**src/rtl/pong_pkg.sv**
```systemverilog
// rtl/pong_pkg.sv - shared Pong state encoding, playfield geometry and screen centre
package pong_pkg;

  typedef enum logic [2:0] {
    IDLE     = 3'd0,
    SERVE    = 3'd1,
    PLAY     = 3'd2,
    MISS     = 3'd3,
    GAMEOVER = 3'd4
  } state_t;

  // Playfield geometry in active-pixel space; the renderer draws from the same values.
  localparam int PF_FIELD_L   = 50;
  localparam int PF_FIELD_R   = 590;
  localparam int PF_FIELD_T   = 50;
  localparam int PF_FIELD_B   = 430;
  localparam int PF_BALL_HALF = 5;
  localparam int PF_PAD_X     = 55;
  localparam int PF_PAD_W     = 15;
  localparam int PF_PAD_H     = 100;

  localparam logic [9:0] CENTER_X = 10'd320;
  localparam logic [9:0] CENTER_Y = 10'd240;

endpackage

```
**src/rtl/pong_ball_step.sv**
```systemverilog
// rtl/pong_ball_step.sv - combinational one-frame ball advance with wall bounce, paddle hit and miss
module pong_ball_step
  import pong_pkg::*;
#(
  parameter int FIELD_L   = PF_FIELD_L,
  parameter int FIELD_R   = PF_FIELD_R,
  parameter int FIELD_T   = PF_FIELD_T,
  parameter int FIELD_B   = PF_FIELD_B,
  parameter int BALL_HALF = PF_BALL_HALF,
  parameter int PAD_X     = PF_PAD_X,
  parameter int PAD_W     = PF_PAD_W,
  parameter int PAD_H     = PF_PAD_H,
  parameter int BALL_STEP = 1
) (
  input  logic [9:0] i_x,
  input  logic [9:0] i_y,
  input  logic       i_dx_pos,
  input  logic       i_dy_pos,
  input  logic [9:0] i_pad_y,
  output logic [9:0] o_x,
  output logic [9:0] o_y,
  output logic       o_dx_pos,
  output logic       o_dy_pos,
  output logic       o_hit,
  output logic       o_miss
);

  // Limits are expressed on the ball centre so no subtraction can wrap.
  localparam logic [9:0] X_MIN = 10'(FIELD_L + BALL_HALF);
  localparam logic [9:0] X_MAX = 10'(FIELD_R - BALL_HALF);
  localparam logic [9:0] Y_MIN = 10'(FIELD_T + BALL_HALF);
  localparam logic [9:0] Y_MAX = 10'(FIELD_B - BALL_HALF);
  localparam logic [9:0] X_PAD = 10'(PAD_X + PAD_W + BALL_HALF);
  localparam logic [9:0] STEP  = 10'(BALL_STEP);
  localparam logic [9:0] PH    = 10'(PAD_H);

  logic [9:0] w_cx;
  logic [9:0] w_cy;
  logic       w_on_pad;

  assign w_cx     = i_dx_pos ? i_x + STEP : i_x - STEP;
  assign w_cy     = i_dy_pos ? i_y + STEP : i_y - STEP;
  assign w_on_pad = (i_y >= i_pad_y) && (i_y < i_pad_y + PH);

  always_comb begin
    o_x      = w_cx;
    o_y      = w_cy;
    o_dx_pos = i_dx_pos;
    o_dy_pos = i_dy_pos;
    o_hit    = 1'b0;
    if (w_cy <= Y_MIN) begin
      o_y      = Y_MIN;
      o_dy_pos = 1'b1;
    end else if (w_cy >= Y_MAX) begin
      o_y      = Y_MAX;
      o_dy_pos = 1'b0;
    end
    if (w_cx >= X_MAX) begin
      o_x      = X_MAX;
      o_dx_pos = 1'b0;
    end
    if (!i_dx_pos && (w_cx <= X_PAD) && w_on_pad) begin
      o_x      = X_PAD;
      o_dx_pos = 1'b1;
      o_hit    = 1'b1;
    end
    o_miss = !o_hit && (w_cx <= X_MIN);
  end

endmodule

```
**src/rtl/pong_game_ctrl.sv**
```systemverilog
// rtl/pong_game_ctrl.sv - frame-synchronous Pong sequencer: serve/play/miss FSM, paddle and ball registers
module pong_game_ctrl
  import pong_pkg::*;
#(
  parameter int FIELD_L      = PF_FIELD_L,
  parameter int FIELD_R      = PF_FIELD_R,
  parameter int FIELD_T      = PF_FIELD_T,
  parameter int FIELD_B      = PF_FIELD_B,
  parameter int BALL_HALF    = PF_BALL_HALF,
  parameter int PAD_X        = PF_PAD_X,
  parameter int PAD_W        = PF_PAD_W,
  parameter int PAD_H        = PF_PAD_H,
  parameter int PAD_STEP     = 2,
  parameter int BALL_STEP    = 1,
  parameter int SERVE_FRAMES = 60,
  parameter int LIVES        = 3
) (
  input  logic       dclk,
  input  logic       clr,
  input  logic       frame_tick,
  input  logic       btn_start,
  input  logic       btn_up,
  input  logic       btn_down,
  output logic [9:0] ball_x,
  output logic [9:0] ball_y,
  output logic [9:0] pad_y,
  output logic [3:0] score,
  output logic [1:0] lives,
  output logic [2:0] state
);

  localparam int         CNT_W    = (SERVE_FRAMES > 1) ? $clog2(SERVE_FRAMES) : 1;
  localparam logic [CNT_W-1:0] CNT_LAST = CNT_W'(SERVE_FRAMES - 1);
  localparam logic [9:0] PAD_MID  = 10'((FIELD_T + FIELD_B - PAD_H) / 2);
  localparam logic [9:0] PAD_MIN  = 10'(FIELD_T);
  localparam logic [9:0] PAD_MAX  = 10'(FIELD_B - PAD_H);
  localparam logic [9:0] PSTEP    = 10'(PAD_STEP);
  localparam logic [1:0] LIVES_V  = 2'(LIVES);

  state_t           r_state, w_state_nxt;
  logic [9:0]       r_ball_x, r_ball_y, r_pad_y;
  logic             r_dx_pos, r_dy_pos;
  logic [3:0]       r_score;
  logic [1:0]       r_lives;
  logic [CNT_W-1:0] r_cnt;

  logic [9:0]       w_ball_x_nxt, w_ball_y_nxt, w_pad_nxt, w_pad_move;
  logic             w_dx_nxt, w_dy_nxt, w_to_serve;
  logic [3:0]       w_score_nxt;
  logic [1:0]       w_lives_nxt;
  logic [CNT_W-1:0] w_cnt_nxt;
  logic [9:0]       w_step_x, w_step_y;
  logic             w_step_dx, w_step_dy, w_step_hit, w_step_miss;

  always_comb begin
    w_pad_move = r_pad_y;
    if (btn_up && !btn_down)
      w_pad_move = (r_pad_y < PAD_MIN + PSTEP) ? PAD_MIN : r_pad_y - PSTEP;
    else if (btn_down && !btn_up)
      w_pad_move = (r_pad_y + PSTEP > PAD_MAX) ? PAD_MAX : r_pad_y + PSTEP;
  end

  // The ball sees the paddle position it is about to be drawn against.
  pong_ball_step #(
    .FIELD_L(FIELD_L), .FIELD_R(FIELD_R), .FIELD_T(FIELD_T), .FIELD_B(FIELD_B),
    .BALL_HALF(BALL_HALF), .PAD_X(PAD_X), .PAD_W(PAD_W), .PAD_H(PAD_H),
    .BALL_STEP(BALL_STEP)
  ) u_step (
    .i_x(r_ball_x), .i_y(r_ball_y), .i_dx_pos(r_dx_pos), .i_dy_pos(r_dy_pos),
    .i_pad_y(w_pad_move),
    .o_x(w_step_x), .o_y(w_step_y), .o_dx_pos(w_step_dx), .o_dy_pos(w_step_dy),
    .o_hit(w_step_hit), .o_miss(w_step_miss)
  );

  always_comb begin
    w_state_nxt  = r_state;
    w_ball_x_nxt = r_ball_x;
    w_ball_y_nxt = r_ball_y;
    w_dx_nxt     = r_dx_pos;
    w_dy_nxt     = r_dy_pos;
    w_pad_nxt    = r_pad_y;
    w_score_nxt  = r_score;
    w_lives_nxt  = r_lives;
    w_cnt_nxt    = r_cnt;
    w_to_serve   = 1'b0;
    if (frame_tick) begin
      case (r_state)
        IDLE: begin
          w_pad_nxt = PAD_MID;
          if (btn_start) begin
            w_lives_nxt = LIVES_V;
            w_score_nxt = '0;
            w_to_serve  = 1'b1;
          end
        end
        SERVE: begin
          if (r_cnt == CNT_LAST) begin
            w_state_nxt = PLAY;
            w_cnt_nxt   = '0;
          end else begin
            w_cnt_nxt = r_cnt + 1'b1;
          end
        end
        PLAY: begin
          w_pad_nxt    = w_pad_move;
          w_ball_x_nxt = w_step_x;
          w_ball_y_nxt = w_step_y;
          w_dx_nxt     = w_step_dx;
          w_dy_nxt     = w_step_dy;
          if (w_step_hit && r_score != 4'hF) w_score_nxt = r_score + 4'd1;
          if (w_step_miss) w_state_nxt = MISS;
        end
        MISS: begin
          w_lives_nxt = (r_lives != 2'd0) ? r_lives - 2'd1 : 2'd0;
          if (r_lives <= 2'd1) w_state_nxt = GAMEOVER;
          else                 w_to_serve  = 1'b1;
        end
        GAMEOVER: begin
          if (btn_start) begin
            w_state_nxt = IDLE;
            w_pad_nxt   = PAD_MID;
          end
        end
        default: w_state_nxt = IDLE;
      endcase
      if (w_to_serve) begin
        w_state_nxt  = SERVE;
        w_ball_x_nxt = CENTER_X;
        w_ball_y_nxt = CENTER_Y;
        w_dx_nxt     = 1'b1;
        w_dy_nxt     = 1'b1;
        w_cnt_nxt    = '0;
      end
    end
  end

  always_ff @(posedge dclk or posedge clr) begin
    if (clr) begin
      r_state  <= IDLE;
      r_ball_x <= CENTER_X;
      r_ball_y <= CENTER_Y;
      r_dx_pos <= 1'b1;
      r_dy_pos <= 1'b1;
      r_pad_y  <= PAD_MID;
      r_score  <= '0;
      r_lives  <= LIVES_V;
      r_cnt    <= '0;
    end else begin
      r_state  <= w_state_nxt;
      r_ball_x <= w_ball_x_nxt;
      r_ball_y <= w_ball_y_nxt;
      r_dx_pos <= w_dx_nxt;
      r_dy_pos <= w_dy_nxt;
      r_pad_y  <= w_pad_nxt;
      r_score  <= w_score_nxt;
      r_lives  <= w_lives_nxt;
      r_cnt    <= w_cnt_nxt;
    end
  end

  assign ball_x = r_ball_x;
  assign ball_y = r_ball_y;
  assign pad_y  = r_pad_y;
  assign score  = r_score;
  assign lives  = r_lives;
  assign state  = r_state;

endmodule

```
**config.mk**
```make
export PLATFORM = sky130hd
export DESIGN_NAME = pong_game_ctrl
export DESIGN_NICKNAME = d
export VERILOG_FILES = /design/src/rtl/pong_pkg.sv /design/src/rtl/pong_ball_step.sv /design/src/rtl/pong_game_ctrl.sv
export SDC_FILE = /design/constraint.sdc
export NUM_CORES = 1
export LEC_CHECK = 0
export BUFFER_PORTS_ARGS = -buffer_cell sky130_fd_sc_hd__buf_2
export CAP_MARGIN = 30
export CORE_MARGIN = 4
export CORE_UTILIZATION = 40
export DETAILED_ROUTE_END_ITERATION = 7
export PLACE_DENSITY = 0.63
export SYNTH_ARGS = -nofsm -noshare
export SYNTH_HDL_FRONTEND = slang
export SYNTH_SLANG_ARGS = --single-unit
```
**constraint.sdc**
```tcl
create_clock -name dclk -period 5.55 [get_ports dclk]
set_input_delay 1.11 -clock dclk [delete_from_list [all_inputs] [get_ports dclk]]
set_output_delay 1.11 -clock dclk [all_outputs]
set_load 0.01 [all_outputs]
```
==> impl_metrics.json <==
{
  "outcome": "complete, no violations",
  "grt_overflow": 0,
  "drtPass1Iterations": 5,
  "drt_iter0_markers": 237,
  "root_buffer": "clkbuf_8",
  "endpoint": "ball_x[4]",
  "synth-edff-count": 0,
  "ys_seq_elements": 47,
  "finalHoldViolations": 0,
  "setup_violations": 0,
  "cts.htree.levels": 2,
  "finalSetupTns_ns": 0,
  "cts_resized": 0,
  "die-area_mm2": 0.01252,
  "synth_top_family_by_area": "compound AO/OA/AOI/OAI gates",
  "worst-slew-pin-transition_ns": 0.8135,
  "vias": 3940,
  "skew_ns": 0.005034,
  "grt_use_total": 0.1723,
  "async_reset_ff_frac": 1.000,
  "synthFlopType": "dfrtp_1",
  "startpoint": "pad_y[1]",
  "worst-path-max-fanout": 10,
  "rows": 37,
  "yosysTopAreaCellShare": 0.1797,
  "rr_worst_depth": 18,
  "synth_area_leader_cell": "dfrtp_1",
  "grt_max_degree": 26,
  "antenna_left": 0,
  "dp_hpwl_um": 8402,
  "critPathMaxStageDelay_ns": 0.64,
  "post_cts_buffers": 0,
  "final.setup.worst_slack_ns": 0.4016,
  "pre_cts_slack_ns": 0.4032,
  "end_kind": "register",
  "core-area_mm2": 0.01042,
  "synth-compound-area-share": 0.2898,
  "die_height_um": 111.9,
  "hp-class": "register to register",
  "timing.rr.start": "pad_y[1]",
  "die_w_um": 111.9,
  "antenna_found_initial": 0,
  "clk_pin_slew_ns": 0.09,
  "yosysUniqueCellTypes": 78,
  "via_per_inst": 5.820,
  "nets": 591,
  "syn2layout_area_growth_pct": 11.07,
  "cp_data_arrival_time_ns": 5.35,
  "rsz0062_at_grt": "no",
  "drc": 0,
  "synth_nets": 553,
  "synthTopCellsByArea": "dfrtp_1 18%, ha_1 12%, dfstp_2 9.7%, o21ai_0 4.3%, nand2_1 4.1%",
  "seq_area_frac_synth": 0.2770,
  "worst_path_max_delay_cell": "dfstp_2",
  "grt_pass1_wl_um": 18310,
  "grt_pass1_vias": 3727,
  "num_io_pins": 45,
  "fill_cells": 1046,
  "worst_path_most_repeated_cell": "ha_1",
  "slew_headroom": 0.4491,
  "synth_cells": 502,
  "start_util": 0.4145,
  "synthAdderAreaFrac": 0.1339,
  "cts_sinks": 47,
  "crit_type": "register to register",
  "r2r-end": "ball_x[4]",
  "reg2reg_slack_ns": 0.40,
  "clock_latency_ns": 0.30,
  "cts_buffers": 5,
  "avgSynthCellArea_um2": 8.601,
  "cts_buffer_depth": 2,
  "cp.required_ns": 5.75,
  "holdBufCountCts": 0,
  "worstSetupStartpointType": "register",
  "netlist_area_mm2": 0.004318,
  "routedWlPerCell_um": 15.88,
  "wirelength_um": 10750,
  "finalCritPeriodShare": 0.9276,
  "period_needed_ns": 5.148,
  "drv_slew": 0,
  "drv_cap": 0,
  "fmax_mhz": 194.2,
  "port_buffers": 44,
  "layout-drive-gt1-share": 0.1774,
  "path_cells": "ha_1, and3_1, a21oi_1, nor4_2, a2bb2oi_4, o31ai_4, ha_1, nand2_1, a31oi_1, xor2_1, ha_1, nor2b_1, o21ai_0, o21ai_0, or4_1, a2111oi_4, nand2_1, a32o_1",
  "synth_warnings": 0,
  "muxShareOfSynthArea": 0.006955,
  "antenna_cells": 0,
  "synthSimpleGateAreaFrac": 0.1901,
  "cts_tree": "done",
  "place_congestion": 0.8648,
  "synth_xor_xnor_area_share": 0.05853
}
how the worst min path moves through the flow:
| stage | from | end | slack (ns) | depth (start not counted) |
|---|---|---|---|---|
| after floorplan | r_cnt[5] | r_cnt[5] | 0.44 | 1 |
| after global placement | r_cnt[5] | r_cnt[5] | 0.47 | 1 |
| after detailed placement | r_cnt[5] | r_cnt[5] | 0.48 | 1 |
| after CTS | r_cnt[5] | r_cnt[5] | 0.49 | 1 |
| after global routing | lives[1] | lives[0] | 0.53 | 2 |
| final | r_cnt[5] | r_cnt[5] | 0.49 | 1 |
cell type report:
class	count	area, um2	area share
multi-input cells	410	2933	0.6115
repair buffers	47	255.2	0.05322
inverters	29	108.9	0.02270
flip-flops and latches	47	1196	0.2494
clock inverters	2	60.06	0.01252
well taps	136	170.2	0.03548
clock buffers	6	72.57	0.01513
worst max-delay path, delay by kind of cell (launching register included):
kind            cells  cell delay, ns
xor+xnor            1            0.19
simple gates        6            1.54
compound gates      8            1.89
flops               1            0.64
fa+ha+maj           3            0.79
cell usage after synthesis, types with 12 or more instances:
master    n
a21oi_1  35
dfrtp_1  31
dfstp_2  16
ha_1     43
inv_1    28
nand2_1  47
nand3_1  16
nor2_1   27
nor3_1   13
o21ai_0  37
xnor2_1  15
xor2_1   12
state kept, by name, indices dropped and copies added (netlist names):
signal    cells
ball_x       10
ball_y       10
lives         2
pad_y        10
r_cnt         6
r_dx_pos      1
r_dy_pos      1
score         4
state         3
logic make-up (layout without fill, tap and decap cells):
family,after synthesis,count (layout)
and+or+nand+nor,159,159
AOI/OAI and AO/OA,175,175
xor gates and xnor gates,28,28
adders and majority gates,45,45
muxes,3,3
DFF,47,47
buffers and inverters,45,84
through the flow:
stage,cells,utilization,area [um2],hold WS (ns)
6_report,677,0.4604,4796,0.4911
5_1_grt,677,0.4604,4796,0.5273
4_1_cts,677,0.4604,4796,0.4926
3_5_place_dp,669,0.4477,4663,0.4762
3_3_place_gp,668,0.4458,4643,0.4688
2_1_floorplan,502,-,4318,0.4446
routing by layer:
layer | vias up | GRT usage | routed length [um] | part of all wire
met5 | - | 0 | 0 | 0
met4 | 0 | 0.02920 | 120 | 0.011
met3 | 12 | 0.01848 | 475 | 0.044
met2 | 92 | 0.2926 | 5200 | 0.48
met1 | 1899 | 0.2403 | 4958 | 0.46
li1 | 1937 | - | - | -
placed cells by master, fill, tap and decap left out, drive strengths merged, types with 11 or more instances in the layout:
cell type	netlist	final
xor2	13	13
nand3	17	17
ha	43	43
nor3	13	13
o21ai	40	40
a21o	11	11
nand2	47	47
inv	29	29
a21oi	36	36
buf	7	47
dfstp	16	16
xnor2	15	15
dfrtp	31	31
nor2	28	28
Power is not shown: default switching activity piles up to over one toggle a cycle in this logic, so the estimate is an artifact.
